===== src/rtl/iod_tx_lane_pkg.sv =====
// iod_tx_lane_pkg: shared types and widths for the TX IOD lane controller
package iod_tx_lane_pkg;
   localparam int STATE_W = 3;
   localparam int IOD_TX_DATA_W = 8;
   localparam int IOD_OE_W = 4;
   typedef enum logic [STATE_W-1:0] {
      ST_IDLE      = 3'd0,
      ST_WAIT_LOCK = 3'd1,
      ST_SYNC_RST  = 3'd2,
      ST_SETTLE    = 3'd3,
      ST_OE_ON     = 3'd4,
      ST_TRAIN     = 3'd5,
      ST_DATA      = 3'd6
   } lane_state_t;
   function automatic int max_of(input int a, input int b);
      return a > b ? a : b;
   endfunction
endpackage


===== src/rtl/iod_sync2.sv =====
// iod_sync2: two-flop synchroniser for a single asynchronous level
module iod_sync2 (
   input  logic clk,
   input  logic rst_n,
   input  logic d,
   output logic q
);
   logic meta;
   // shift the level through two flops, cleared by the async reset
   always_ff @(posedge clk or negedge rst_n)
      if (!rst_n) {q, meta} <= 2'b00;
      else {q, meta} <= {meta, d};
endmodule


===== src/rtl/iod_tx_lane_ctrl.sv =====
// iod_tx_lane_ctrl: bring-up sequencer and data path for one DDR x4 TX IOD lane
module iod_tx_lane_ctrl
   import iod_tx_lane_pkg::*;
#(
   parameter int                       SYNC_RST_CYCLES = 8,
   parameter int                       SETTLE_CYCLES   = 16,
   parameter int                       OE_LEAD_CYCLES  = 2,
   parameter int                       TRAIN_CYCLES    = 64,
   parameter logic [IOD_TX_DATA_W-1:0] TRAIN_PATTERN   = 8'h55,
   parameter logic [IOD_TX_DATA_W-1:0] IDLE_PATTERN    = 8'h00,
   parameter logic                     ODT_WHEN_IDLE   = 1'b0
) (
   input  logic                     FAB_CLK,
   input  logic                     ARST_N,
   input  logic                     PLL_LOCK,
   input  logic                     ENABLE,
   input  logic [IOD_TX_DATA_W-1:0] USR_DATA,
   input  logic                     USR_VALID,
   output logic                     USR_READY,
   output logic                     TX_SYNC_RST,
   output logic [IOD_TX_DATA_W-1:0] TX_DATA_0,
   output logic [IOD_OE_W-1:0]      OE_DATA_0,
   output logic                     ODT_EN_0,
   output logic                     LANE_READY,
   output logic [STATE_W-1:0]       STATE
);
   localparam int CNT_MAX = max_of(max_of(SYNC_RST_CYCLES, SETTLE_CYCLES), max_of(OE_LEAD_CYCLES, TRAIN_CYCLES));
   localparam int CNT_W = $clog2(CNT_MAX + 1);
   lane_state_t      state, nxt;
   logic [CNT_W-1:0] cnt, lim;
   logic             lock_s, done, timed;
   iod_sync2 u_lock_sync (
      .clk  (FAB_CLK),
      .rst_n(ARST_N),
      .d    (PLL_LOCK),
      .q    (lock_s)
   );
   // next state: enable drop beats lock loss, which beats the timed sequence
   always_comb begin
      timed = state inside {ST_SYNC_RST, ST_SETTLE, ST_OE_ON, ST_TRAIN};
      lim = state == ST_SYNC_RST ? CNT_W'(SYNC_RST_CYCLES - 1)
          : state == ST_SETTLE   ? CNT_W'(SETTLE_CYCLES - 1)
          : state == ST_OE_ON    ? CNT_W'(OE_LEAD_CYCLES - 1)
          :                        CNT_W'(TRAIN_CYCLES - 1);
      done = timed && cnt == lim;
      nxt = !ENABLE                            ? ST_IDLE
          : !lock_s && state >= ST_SYNC_RST    ? ST_WAIT_LOCK
          : state == ST_IDLE                   ? ST_WAIT_LOCK
          : state == ST_WAIT_LOCK              ? (lock_s ? ST_SYNC_RST : ST_WAIT_LOCK)
          : done                               ? lane_state_t'(state + 3'd1)
          :                                      state;
   end
   // state, shared counter and lane pins all registered from the next state
   always_ff @(posedge FAB_CLK or negedge ARST_N)
      if (!ARST_N) begin
         state       <= ST_IDLE;
         cnt         <= '0;
         TX_SYNC_RST <= 1'b1;
         TX_DATA_0   <= IDLE_PATTERN;
         OE_DATA_0   <= '0;
         ODT_EN_0    <= ODT_WHEN_IDLE;
      end else begin
         state       <= nxt;
         cnt         <= (nxt != state || !timed) ? '0 : cnt + CNT_W'(1);
         TX_SYNC_RST <= (nxt <= ST_SYNC_RST);
         OE_DATA_0   <= nxt >= ST_OE_ON ? '1 : '0;
         ODT_EN_0    <= nxt >= ST_OE_ON ? 1'b0 : ODT_WHEN_IDLE;
         TX_DATA_0   <= nxt == ST_TRAIN ? TRAIN_PATTERN
                      : (nxt == ST_DATA && state == ST_DATA && USR_VALID) ? USR_DATA
                      : IDLE_PATTERN;
      end
   assign USR_READY  = state == ST_DATA;
   assign LANE_READY = state == ST_DATA;
   assign STATE      = state;
endmodule


===== config.mk =====
export PLATFORM = sky130hd
export DESIGN_NAME = iod_tx_lane_ctrl
export DESIGN_NICKNAME = d
export VERILOG_FILES = /design/src/rtl/iod_tx_lane_pkg.sv /design/src/rtl/iod_sync2.sv /design/src/rtl/iod_tx_lane_ctrl.sv
export SDC_FILE = /design/constraint.sdc
export NUM_CORES = 1
export LEC_CHECK = 0
export ABC_CLOCK_PERIOD_IN_PS = 8200
export BUFFER_PORTS_ARGS = -buffer_cell sky130_fd_sc_hd__buf_2
export CAP_MARGIN = 25
export CORE_UTILIZATION = 45
export CTS_CLUSTER_SIZE = 10
export DETAILED_ROUTE_END_ITERATION = 6
export GPL_ROUTABILITY_DRIVEN = 1
export PLACE_DENSITY = 0.74
export SLEW_MARGIN = 40
export SYNTH_ARGS = -nofsm -noshare
export SYNTH_HDL_FRONTEND = slang
export SYNTH_SLANG_ARGS = --single-unit

===== constraint.sdc =====
create_clock -name FAB_CLK -period 8.2 [get_ports FAB_CLK]
set_input_delay 0.41 -clock FAB_CLK [delete_from_list [all_inputs] [get_ports FAB_CLK]]
set_output_delay 0.41 -clock FAB_CLK [all_outputs]
set_load 0.03 [all_outputs]

; Word level (Yosys, flattened, before mapping)
; Index checks and enable logic that the tools add are counted.
[word_totals]
inputBits = 13
latchBits = 0
elab_cells = 44
mem_count = 0
mem_bits_ro = 0
output_inout_bits = 19
reg_bits = 25
mem_bits_rw = 0
[classes]
div_mod_pow = 0
bitwise_logic = 0
magnitude_cmp = 3
reduce_logical = 9
add_sub_neg = 2
muxes = 13
shift = 0
n_eq_ne = 10
mul = 0
[ops]
columns = op, count
row1 = 2-to-1 mux 6 bit, 3
row2 = 2-to-1 mux 8 bit, 2
row3 = "equality test 3 bit, second input constant", 5
row4 = 2-to-1 mux 3 bit, 5
row5 = "adder 7 x 1 -> 7 bit, second input constant", 1
row6 = equality test 7 x 6 -> 1 bit, 1
row7 = 2-to-1 mux 7 bit, 1
row8 = "equality test 3 x 2 -> 1 bit, second input constant", 2
row9 = logical AND 1 bit, 4
row10 = 2-to-1 mux 4 bit, 1
row11 = nonzero test 4 bit, 1
row12 = "adder 3 x 1 -> 3 bit, second input constant", 1
row13 = "equality test 3 x 1 -> 1 bit, second input constant", 1
row14 = "greater-or-equal comparator 3 x 2 -> 1 bit, second input constant", 1
row15 = "greater-or-equal comparator 3 bit, second input constant", 1
row16 = "<= comparator 3 x 2 -> 1 bit, second input constant", 1
row17 = logical NOT 3 bit, 1
row18 = != test 3 bit, 1
row19 = logical NOT 1 bit, 2
row20 = 2-to-1 mux 2 bit, 1
row21 = logical OR 1 bit, 1

; Depth between registers and ports, before layout
; Gate-level depths: netlist (run 1).
[depth]
word_depth = 16
ltp_mapped = 11
mapped_depth_nobuf = 10

; By module
; From an unflattened synthesis (run 1), not the netlist that was laid out.
[hier_totals]
hier_cells = 136
hier_area_um2 = 1292.5
[by_module_without_submodules]
columns = module, area_each_um2, cells_per_inst, seq_area_each_um2, instances
row1 = iod_tx_lane_ctrl, 1242.4, 134, 501.7, 1
row2 = iod_sync2, 50.0, 2, 50.0, 1

; Worst setup path after synthesis (run 1)
; OpenSTA, ideal clock, no wires.
[synth_path]
kind = register to register
from = reg state[2] (netlist: STATE[2])
to = reg TX_DATA_0[0]
setup_time_ns = 0.078
stages_incl_launch_ff = 11
path_slack_ns = 5.375
n_path_buf = 1
period_less_slack_ns = 2.825
t_required_ns = 8.122
arrival_time_ns = 2.747
path_cell_list = dfrtp_1 clkbuf_1 inv_1 ha_1 nand3b_1 mux2i_1 or3_4 mux2_4 nor4b_4 nand2_1 a21oi_1
[synth_between]
elab_chain_len = 16
word_cells_on_any_way = 27
cone_classes = add/sub (1) / order compare (1) / eq/ne (9) / mux (10) / reduce/logical (6)
[synth_lines]
columns = element, line_no
row1 = from (decl), iod_tx_lane_ctrl.sv:29  ; lane_state_t state, nxt;
row2 = from (signal assigned), iod_tx_lane_ctrl.sv:63  ; state <= nxt;
row3 = equality test 3 bit, "iod_tx_lane_ctrl.sv:40, iod_tx_lane_ctrl.sv:43"
row4 = 2-to-1 mux 6 bit, iod_tx_lane_ctrl.sv:43  ; : state == ST_OE_ON ? CNT_W'(OE_LEAD_CYCLES - 1)
row5 = 2-to-1 mux 6 bit, iod_tx_lane_ctrl.sv:42  ; : state == ST_SETTLE ? CNT_W'(SETTLE_CYCLES - 1)
row6 = 2-to-1 mux 6 bit, iod_tx_lane_ctrl.sv:41  ; lim = state == ST_SYNC_RST ? CNT_W'(SYNC_RST_CYCLES - 1)
row7 = equality test 7 x 6 -> 1 bit, iod_tx_lane_ctrl.sv:45  ; done = timed && cnt == lim;
row8 = logical AND 1 bit, iod_tx_lane_ctrl.sv:45
row9 = 2-to-1 mux 3 bit, iod_tx_lane_ctrl.sv:50  ; : done ? lane_state_t'(state + 3'd1)
row10 = 2-to-1 mux 3 bit, iod_tx_lane_ctrl.sv:49  ; : state == ST_WAIT_LOCK ? (lock_s ? ST_SYNC_RST : ST_WAIT_LOCK)
row11 = 2-to-1 mux 3 bit, iod_tx_lane_ctrl.sv:48  ; : state == ST_IDLE ? ST_WAIT_LOCK
row12 = 2-to-1 mux 3 bit, iod_tx_lane_ctrl.sv:47  ; : !lock_s && state >= ST_SYNC_RST ? ST_WAIT_LOCK
row13 = 2-to-1 mux 3 bit, iod_tx_lane_ctrl.sv:46  ; nxt = !ENABLE ? ST_IDLE
row14 = equality test 3 bit, iod_tx_lane_ctrl.sv:69  ; : (nxt == ST_DATA && state == ST_DATA && USR_VALID) ? USR_DATA
row15 = logical AND 1 bit (2 in a row), iod_tx_lane_ctrl.sv:69
row16 = 2-to-1 mux 8 bit, iod_tx_lane_ctrl.sv:69
row17 = 2-to-1 mux 8 bit *, iod_tx_lane_ctrl.sv:68  ; TX_DATA_0 <= nxt == ST_TRAIN ? TRAIN_PATTERN
row18 = to (signal assigned), iod_tx_lane_ctrl.sv:68
row19 = to (decl), iod_tx_lane_ctrl.sv:21  ; output logic [IOD_TX_DATA_W-1:0] TX_DATA_0,
; Mark *: on every way between the ends. The rest lies on a longest branch, timed or not.

; Final worst setup path (run 1)
[layout_path]
from = reg state[1] (netlist: STATE[1])
to = reg TX_DATA_0[6]
; The elaborated chain is that of the path after synthesis.

==> results of run 1 <==
[critical path, cell delays in order (launching register included)]
cell     delay (ns)
dfrtp_1        0.53
ha_1           0.25
ha_1           0.24
a21oi_1        0.27
a21oi_1        0.16
or3_4          0.40
mux2_4         0.34
nor4b_4        0.39
nand2_1        0.11
a21oi_1        0.15
[cells by family (layout without fill, tap and decap cells)]
family	Yosys count	in the layout	synth area share (%)
AOI/OAI and AO/OA	34	34	15.9
xor gates and xnor gates	6	6	3.90
adders and majority gates	6	6	5.57
buffers and inverters	16	42	5.94
DFF	22	22	40.9
muxes	2	2	1.85
other	1	1	0.278
and+or+nand+nor	62	62	25.7
[area by class of cell]
class	instances	share of cell area (%)
Tap cell	31	2.56
Inverter	8	1.98
Sequential cell	22	36.4
Clock buffer	4	1.74
Multi-Input combinational cell	111	47.4
Timing Repair Buffer	30	9.92
[sequential cells by signal, indices dropped and copies added, names as in the netlist]
name              count
u_lock_sync.q         1
TX_SYNC_RST           1
cnt                   7
OE_DATA_0             1
u_lock_sync.meta      1
TX_DATA_0             8
STATE                 3
[stage by stage]
stage | setup slack [ns] | instance area [sq um] | hold slack (ns)
after floorplan | 5.37 | 1350 | 0.114
after global placement | 5.46 | 1490 | 0.336
after detailed placement | 5.35 | 1490 | 0.340
after CTS | 5.30 | 1510 | 0.0505
after global routing | 5.07 | 1510 | 0.0686
final | 5.28 | 1510 | 0.0513
[worst max path at each step]
stage / slack [ns] / start / cells past startpoint / end
2_1_floorplan: 5.37 / STATE[2] / 10 / TX_DATA_0[0]
3_3_place_gp: 5.46 / STATE[1] / 9 / TX_DATA_0[4]
3_5_place_dp: 5.35 / STATE[1] / 9 / TX_DATA_0[4]
4_1_cts: 5.30 / STATE[1] / 9 / TX_DATA_0[6]
5_1_grt: 5.07 / STATE[2] / 9 / TX_DATA_0[0]
6_report: 5.28 / STATE[1] / 9 / TX_DATA_0[6]
[power by group]
group / total (W) / internal [W] / switching, W / leakage (nW)
clock: 0.0000495 / 0.0000190 / 0.0000305 / 0.0150
combinational: 0.000149 / 0.0000549 / 0.0000943 / 0.437
sequential: 0.000125 / 0.000114 / 0.0000109 / 0.297
total: 0.000324 / 0.000188 / 0.000136 / 0.749
[cells in the final DEF (no fill, tap or decap), types with 4 or more instances in the layout]
| master | instances |
|---|---|
| nor2_1 | 16 |
| and3_2 | 5 |
| dfrtp_1 | 21 |
| a21oi_1 | 9 |
| xnor2_1 | 4 |
| nand3_1 | 6 |
| nand2_1 | 15 |
| buf_2 | 30 |
| ha_1 | 6 |
| inv_1 | 8 |
| o21ai_0 | 8 |
| nand2b_1 | 6 |
[routing by layer]
layer	wire length, microns	share of wire [%]
met1	1270	43
met2	1430	49
met3	187	6.4
met4	36	1.2
met5	0	0
==> flow_metrics.tcl, run 1 <==
set metrics [dict create \
    status "finished clean" \
    worstSetupPathType "flop to flop" \
    die_w_microns 56.7 \
    reg2reg_from "STATE[1]" \
    worst-path-max-fanout 11 \
    syn_nets 168 \
    holdBufCountCts 0 \
    tightest_slew_ns 0.696 \
    cp-end-kind "flop" \
    grt_pass1_vias 1118 \
    grt_pass1_wl_microns 5070 \
    post-synth-top-area-cell "dfrtp_1" \
    num_vias 1169 \
    wirelength_microns 2920 \
    synth_area_leaders "dfrtp_1, ha_1, nor2_1, nand2_1, a21oi_1" \
    firstDrtPassIters 4 \
    grtUsageMet2_pct 31.8 \
    finish.utilization_pct 54.0 \
    leakagePower_nw 0.749 \
    path_clk_slew_ns 0.11 \
    reg2reg_depth 9 \
    overflow 0 \
    hold_viol_final 0 \
    antenna_found_initial 0 \
    insertion_delay_ns 0.30 \
    grt_use_total_pct 20.1 \
    multiInputGateArea_sq_um 717 \
    crit_required_ns 8.43 \
    gp_congestion 0.925 \
    vdd_drop_max_uv 118 \
    area_growth_pct 12.2 \
    ys.flop_type "dfrtp_1" \
    synth_cell_types 46 \
    met1_usage_pct 26.3 \
    numCtsBuffers 3 \
    core_sq_mm 0.00281 \
    start_util_pct 48.1 \
    cts_sinks 22 \
    synth_edf_count 0 \
    syn-cell-area_sq_mm 0.00135 \
    finalCriticalPeriod_ns 2.92 \
    max-cap-violations 0 \
    die_area_sq_mm 0.00322 \
    drc_errors 0 \
    seq_area_sq_um 552 \
    cp.arrival_ns 3.15 \
    cts.htree.levels 1 \
    worst_setup_path_start_kind "flop" \
    wire_per_inst_microns 14.2 \
    slew_headroom_pct 53.6 \
    power_density_mw_per_mm2 214 \
    num_rows 19 \
    avgSynthCellArea_sq_um 9.05 \
    num_io_pins 32 \
    fin_nets 195 \
    clk_path_buf_depth 2 \
    ys_top_cells_by_count "dfrtp_1, nor2_1, nand2_1" \
    synthDominantCellAreaShare_pct 39.0 \
    dieHeight_microns 56.7 \
    netlist_instances 149 \
    drv_slew 0 \
    synthArstFlopShare_pct 100 \
    skew_ns 0.000779 \
    yosysMostFrequentCell "dfrtp_1" \
    ys_seq_area_share_pct 40.9 \
    dpl.cell_count 202 \
    cts_tree "built" \
    hpwl_microns 2180 \
    tns_ns 0 \
    synth-seq-cells 22 \
    r2r_setup_slack_ns 5.28 \
    totalPowerFinal_w 0.000324 \
    final_cells 206 \
    post_cts_buffers 0 \
    antennaDiodeCount 0 \
    top_usage_layer "met2" \
    use_met3_pct 3.92 \
    fill_cells 258 \
    drive_gt1_share_pct 25.7 \
    root_buffer "clkbuf_4" \
    drtAntennaViolNets 0 \
    grt_max_degree 23 \
    ys.warnings.count 0 \
    min_path_type "primary input to async pin" \
    drt_iter0_drc 106 \
    rsz0062_at_grt "no" \
    portBuffers 30 \
    reg2reg_to "TX_DATA_0[6]" \
    setup_viol 0 \
    cts_resized 0 \
    fmax_mhz 343 \
    vias_per_cell 5.67 \
    fin_crit_sh_pct 35.6 \
]
(Power assumes the default switching activity.)
==> inputs of run 2 (changes only) <==
ABC_CLOCK_PERIOD_IN_PS = 2800   (was 8200)
clock period = 2.8 ns   (was 8.2 ns; I/O delays follow)
==> run 2 against run 1 <==
The run now ends with design-rule violations left. Via count up 0.68%. Critical endpoint is now TX_DATA_0[4]. Cell area up 6.9%. Die area unchanged.
==> flow_metrics.tcl, run 2 (synthesized netlist as in run 1, its figures left out) <==
set metrics [dict create \
    drive_gt1_share_pct 31.7 \
    fill_cells 267 \
    firstDrtPassIters 7 \
    cp.arrival_ns 2.90 \
    core_sq_mm 0.00281 \
    grt_use_total_pct 19.9 \
    num_io_pins 32 \
    mostFrequentLayoutCells "buf_2, dfrtp_1, nor2_1, nand2_1" \
    antennaDiodeCount 0 \
    portBuffers 30 \
    numCtsBuffers 3 \
    setup_viol 0 \
    grt_pass1_wl_microns 5070 \
    fmax_mhz 374 \
    violations "design-rule violations" \
    dieHeight_microns 56.7 \
    antenna_found_initial 0 \
    start_util_pct 48.1 \
    root_buffer "clkbuf_4" \
    met1_usage_pct 26.6 \
    die_area_sq_mm 0.00322 \
    hold_viol_final 0 \
    drc_errors 2 \
    grt_max_degree 23 \
    place_ws_ns 0.0661 \
    finalCriticalPeriod_ns 2.68 \
    fin_nets 206 \
    drtAntennaViolNets 0 \
    cts_sinks 22 \
    fin_ws_ns 0.123 \
    num_vias 1177 \
    cts.htree.levels 1 \
    clk_path_buf_depth 2 \
    num_rows 19 \
    largest_reg_flops 8 \
    gp_congestion 0.966 \
    drt_iter0_drc 31 \
    wirelength_microns 2970 \
    crit_required_ns 3.03 \
    worstSetupPathType "flop to flop" \
    wire_per_inst_microns 13.7 \
    largest-register "TX_DATA_0" \
    insertion_delay_ns 0.29 \
    hpwl_microns 2290 \
    skew_ns 0.00133 \
    min_path_type "primary input to flop" \
    grt_pass1_vias 1182 \
    tns_ns 0 \
    cp-end-kind "flop" \
    power_density_mw_per_mm2 639 \
    worst-path-max-fanout 8 \
    drv_slew 0 \
    status "finished with violations" \
    top_usage_layer "met2" \
    cts_tree "built" \
    whs_ns 0.0633 \
    totalPowerFinal_w 0.00103 \
    fin_crit_sh_pct 95.6 \
    leakagePower_nw 0.803 \
    vdd_drop_max_uv 375 \
    worst_setup_path_start_kind "flop" \
    final_common_cell "buf_2" \
    die_w_microns 56.7 \
    use_met3_pct 3.23 \
    area_growth_pct 20.0 \
    grtUsageMet2_pct 32.1 \
    path_clk_slew_ns 0.11 \
    overflow 0 \
    max-cap-violations 0 \
    vias_per_cell 5.42 \
]
run 2: changes by cell type in the layout (fill, tap and decap cells not counted):
cell and delta:
dfrtp_1 -2, buf_4 +9, dlygate4sd3_1 +2, dfrtp_2 +2, ha_1 -2, ha_2 +2, clkbuf_1 -1, clkbuf_8 +1
o21ai_1 +1, o21ai_0 -1
run 2: final cells by class:
class | count | area [sq um] | area share (%)
Clock buffer | 4 | 36.3 | 2.24
Inverter | 8 | 30.0 | 1.85
Multi-Input combinational cell | 111 | 722 | 44.6
Sequential cell | 22 | 554 | 34.2
Tap cell | 31 | 38.8 | 2.40
Timing Repair Buffer | 41 | 238 | 14.7
run 2: layer usage:
layer | wire length, microns | up-vias | part of all wire, %
met5 | 0 | - | 0
met3 | 93 | 6 | 3.1
met4 | 46 | 0 | 1.5
met2 | 1410 | 33 | 47
met1 | 1420 | 553 | 48
li1 | - | 585 | -
run 2: worst paths after layout:
path | from | cells past startpoint | slack (ns) | to
worst min-delay path | USR_DATA[0] | 3 | 0.06 | TX_DATA_0[0]
max in group asynchronous | ARST_N | 2 | 2.12 | STATE[1]
worst max register to register | STATE[0] | 10 | 0.12 | TX_DATA_0[4]
min in group asynchronous | ARST_N | 2 | 0.32 | cnt[2]
worst max-delay path | STATE[0] | 10 | 0.12 | TX_DATA_0[4]
worst min register to register | u_lock_sync.meta | 0 | 0.36 | u_lock_sync.q
run 2: repair_timing:
item / CTS / global route
gates resized for setup: 0 / 4
endpoints found under the setup margin: 0 / 8
hold buffers: 2 / 0
endpoints found under the hold margin: 22 / 0
setup buffers: 0 / 2
run 2: metrics by stage:
step | area, sq um | utilization, % | instances
2_1_floorplan | 1350 | - | 149
3_3_place_gp | 1540 | 55.0 | 209
3_5_place_dp | 1540 | 55.0 | 209
4_1_cts | 1600 | 57.0 | 215
5_1_grt | 1620 | 57.7 | 217
6_report | 1620 | 57.7 | 217
run 2: critical path: stages (launching register included):
cell and delay (ns):
dfrtp_1 0.44, ha_1 0.22, ha_2 0.21, nand3b_1 0.23
mux2i_1 0.19, or3_4 0.36, mux2_4 0.33, nor4b_4 0.25
buf_4 0.19, nand2_1 0.06, a21oi_1 0.14
run 2: power breakdown:
group	leakage (nW)	internal, W	total (W)	switching [W]
clock	0.0210	0.0000792	0.000168	0.0000889
combinational	0.488	0.000209	0.000512	0.000303
sequential	0.294	0.000336	0.000354	0.0000183
==> inputs of run 3 (changes only) <==
ABC_CLOCK_PERIOD_IN_PS = default   (was 2800)
MAX_ROUTING_LAYER = met4   (was default)
==> run 3 against run 2 <==
The run still ends with design-rule violations left. Power decreased by 0.22%. Hold slack better by 0.0016 ns. Register-to-register slack about the same. First-iteration DRC count is 35% higher. Global-route usage rose by 0.56 points. Count of clock-buffer cells in the layout unchanged. Worst setup slack lost 0.0074 ns. Non-clock buffer count did not move. Largest cell class unchanged.
==> flow_metrics.tcl, run 3 (synthesized netlist as in run 1, its figures left out) <==
set metrics [dict create \
    drt_iter0_drc 42 \
    fmax_mhz 372 \
    hold_viol_final 0 \
    gp_congestion 0.984 \
    seq_area_sq_um 554 \
    multiInputGateArea_sq_um 722 \
    core_sq_mm 0.00281 \
    power_density_mw_per_mm2 637 \
    root_buffer "clkbuf_4" \
    totalPowerFinal_w 0.00103 \
    grt_max_degree 23 \
    final_common_cell "buf_2" \
    vias_per_cell 5.43 \
    grt_pass1_wl_microns 5080 \
    p_comb_share_pct 49.4 \
    worst_setup_path_start_kind "flop" \
    die_w_microns 56.7 \
    start_util_pct 48.1 \
    crit_required_ns 3.02 \
    overflow 0 \
    fin_crit_sh_pct 95.9 \
    power.net_switching_w 0.000408 \
    firstDrtPassIters 6 \
    violations "design-rule violations" \
    drc_errors 2 \
    leakagePower_nw 0.803 \
    grt_pass1_vias 1181 \
    drv_slew 0 \
    worst-path-buf-inv 1 \
    insertion_delay_ns 0.30 \
    path_cells "ha_1 > ha_2 > nand3b_1 > mux2i_1 > or3_4 > mux2_4 > nor4b_4 > buf_4 > nand2_1 > a21oi_1" \
    whs_ns 0.0649 \
    min_path_type "primary input to flop" \
    clk_path_buf_depth 2 \
    cpMaxStageDelayCell "dfrtp_1" \
    cts.htree.levels 1 \
    numCtsBuffers 3 \
    place_area_sq_mm 0.00154 \
    skew_ns 0.00456 \
    fill_cells 267 \
    critical_path.max_stage_delay_ns 0.44 \
    portBuffers 30 \
    place_ws_ns 0.0661 \
    dieHeight_microns 56.7 \
    num_vias 1179 \
    crit_family "simple AND/OR/NAND/NOR gates" \
    grt_use_total_pct 20.5 \
    p_int_w 0.000623 \
    sequentialPowerShare_pct 34.3 \
    fin_ws_ns 0.115 \
    path_clk_slew_ns 0.12 \
    num_io_pins 32 \
    vdd_drop_max_uv 375 \
    largest_reg_flops 8 \
    hpwl_microns 2290 \
    cp-end-kind "flop" \
    cts_tree "built" \
    status "finished with violations" \
    worst-path-max-fanout 8 \
    worstSetupPathType "flop to flop" \
    wirelength_microns 2960 \
    setup_viol 0 \
    drtAntennaViolNets 0 \
    die_area_sq_mm 0.00322 \
    cp.arrival_ns 2.91 \
    fin_nets 206 \
    mostFrequentLayoutCells "buf_2, dfrtp_1, nor2_1, nand2_1" \
    pwr-share-clk_pct 16.3 \
    antenna_found_initial 0 \
    finalCriticalPeriod_ns 2.68 \
    finish.instance_area_sq_mm 0.00162 \
    antennaDiodeCount 0 \
    largest-register "TX_DATA_0" \
    area_growth_pct 20.0 \
    num_rows 19 \
    cts_sinks 22 \
    swShare_pct 39.6 \
    wire_per_inst_microns 13.6 \
    max-cap-violations 0 \
    drive_gt1_share_pct 31.7 \
]
[run 3: layout make-up]
type / instances / share of cell area (%)
Multi-Input combinational cell: 111 / 44.6
Sequential cell: 22 / 34.2
Timing Repair Buffer: 41 / 14.7
Tap cell: 31 / 2.40
Clock buffer: 4 / 2.24
Inverter: 8 / 1.85
[run 3: power groups by stage]
stage,Clock (W),Sequential (W),Combinational [W]
CTS,0.000173,0.000353,0.000486
global route,0.000190,0.000356,0.000567
floorplan,0,0.000391,0.000313
finish,0.000168,0.000354,0.000510
detailed placement,0,0.000359,0.000481
global placement,0,0.000358,0.000471
[run 3: metal layers]
metal  track usage (%)  wire length, microns  part of all wire (%)  vias to the layer above
met5                 -                     0                     0                        -
met4              8.36                    48                   1.6                        0
met3              3.23                   110                   3.7                        6
met2              32.1                  1410                    48                       34
met1              26.6                  1400                    47                      553
li1                  -                     -                     -                      586
[run 3: final timing paths]
check                                       from            end  slack (ns)  cells after the start
worst min-delay path                 USR_DATA[0]   TX_DATA_0[0]        0.06                      3
worst max-delay path                    STATE[0]   TX_DATA_0[4]        0.12                     10
worst min register to register  u_lock_sync.meta  u_lock_sync.q        0.37                      0
worst max register to register          STATE[0]   TX_DATA_0[4]        0.12                     10
max in group asynchronous                 ARST_N       STATE[2]        2.11                      2
min in group asynchronous                 ARST_N         cnt[2]        0.32                      2
[run 3: repair_timing]
action / CTS / global route
hold buffers: 2 / 0
gates resized for setup: 0 / 4
endpoints found under the setup margin: 0 / 8
endpoints found under the hold margin: 22 / 0
buffers inserted: 0 / 2
[run 3: per-stage QoR]
stage               TNS (ns)  util [%]  instances
floorplan                  0         -        149
global placement           0      55.0        209
detailed placement         0      55.0        209
CTS                        0      57.0        215
global route         -0.0417      57.7        217
finish                     0      57.7        217
[run 3: worst reg2reg max path, delay by kind of cell, from the launching register on]
kind                     cells  cell delay, ns
AND/OR/NAND/NOR              4            0.90
multiplexers                 2            0.52
flip-flops                   1            0.44
adder cells (fa/ha/maj)      2            0.43
buffers and inverters        1            0.18
AO/OA/AOI/OAI                1            0.14
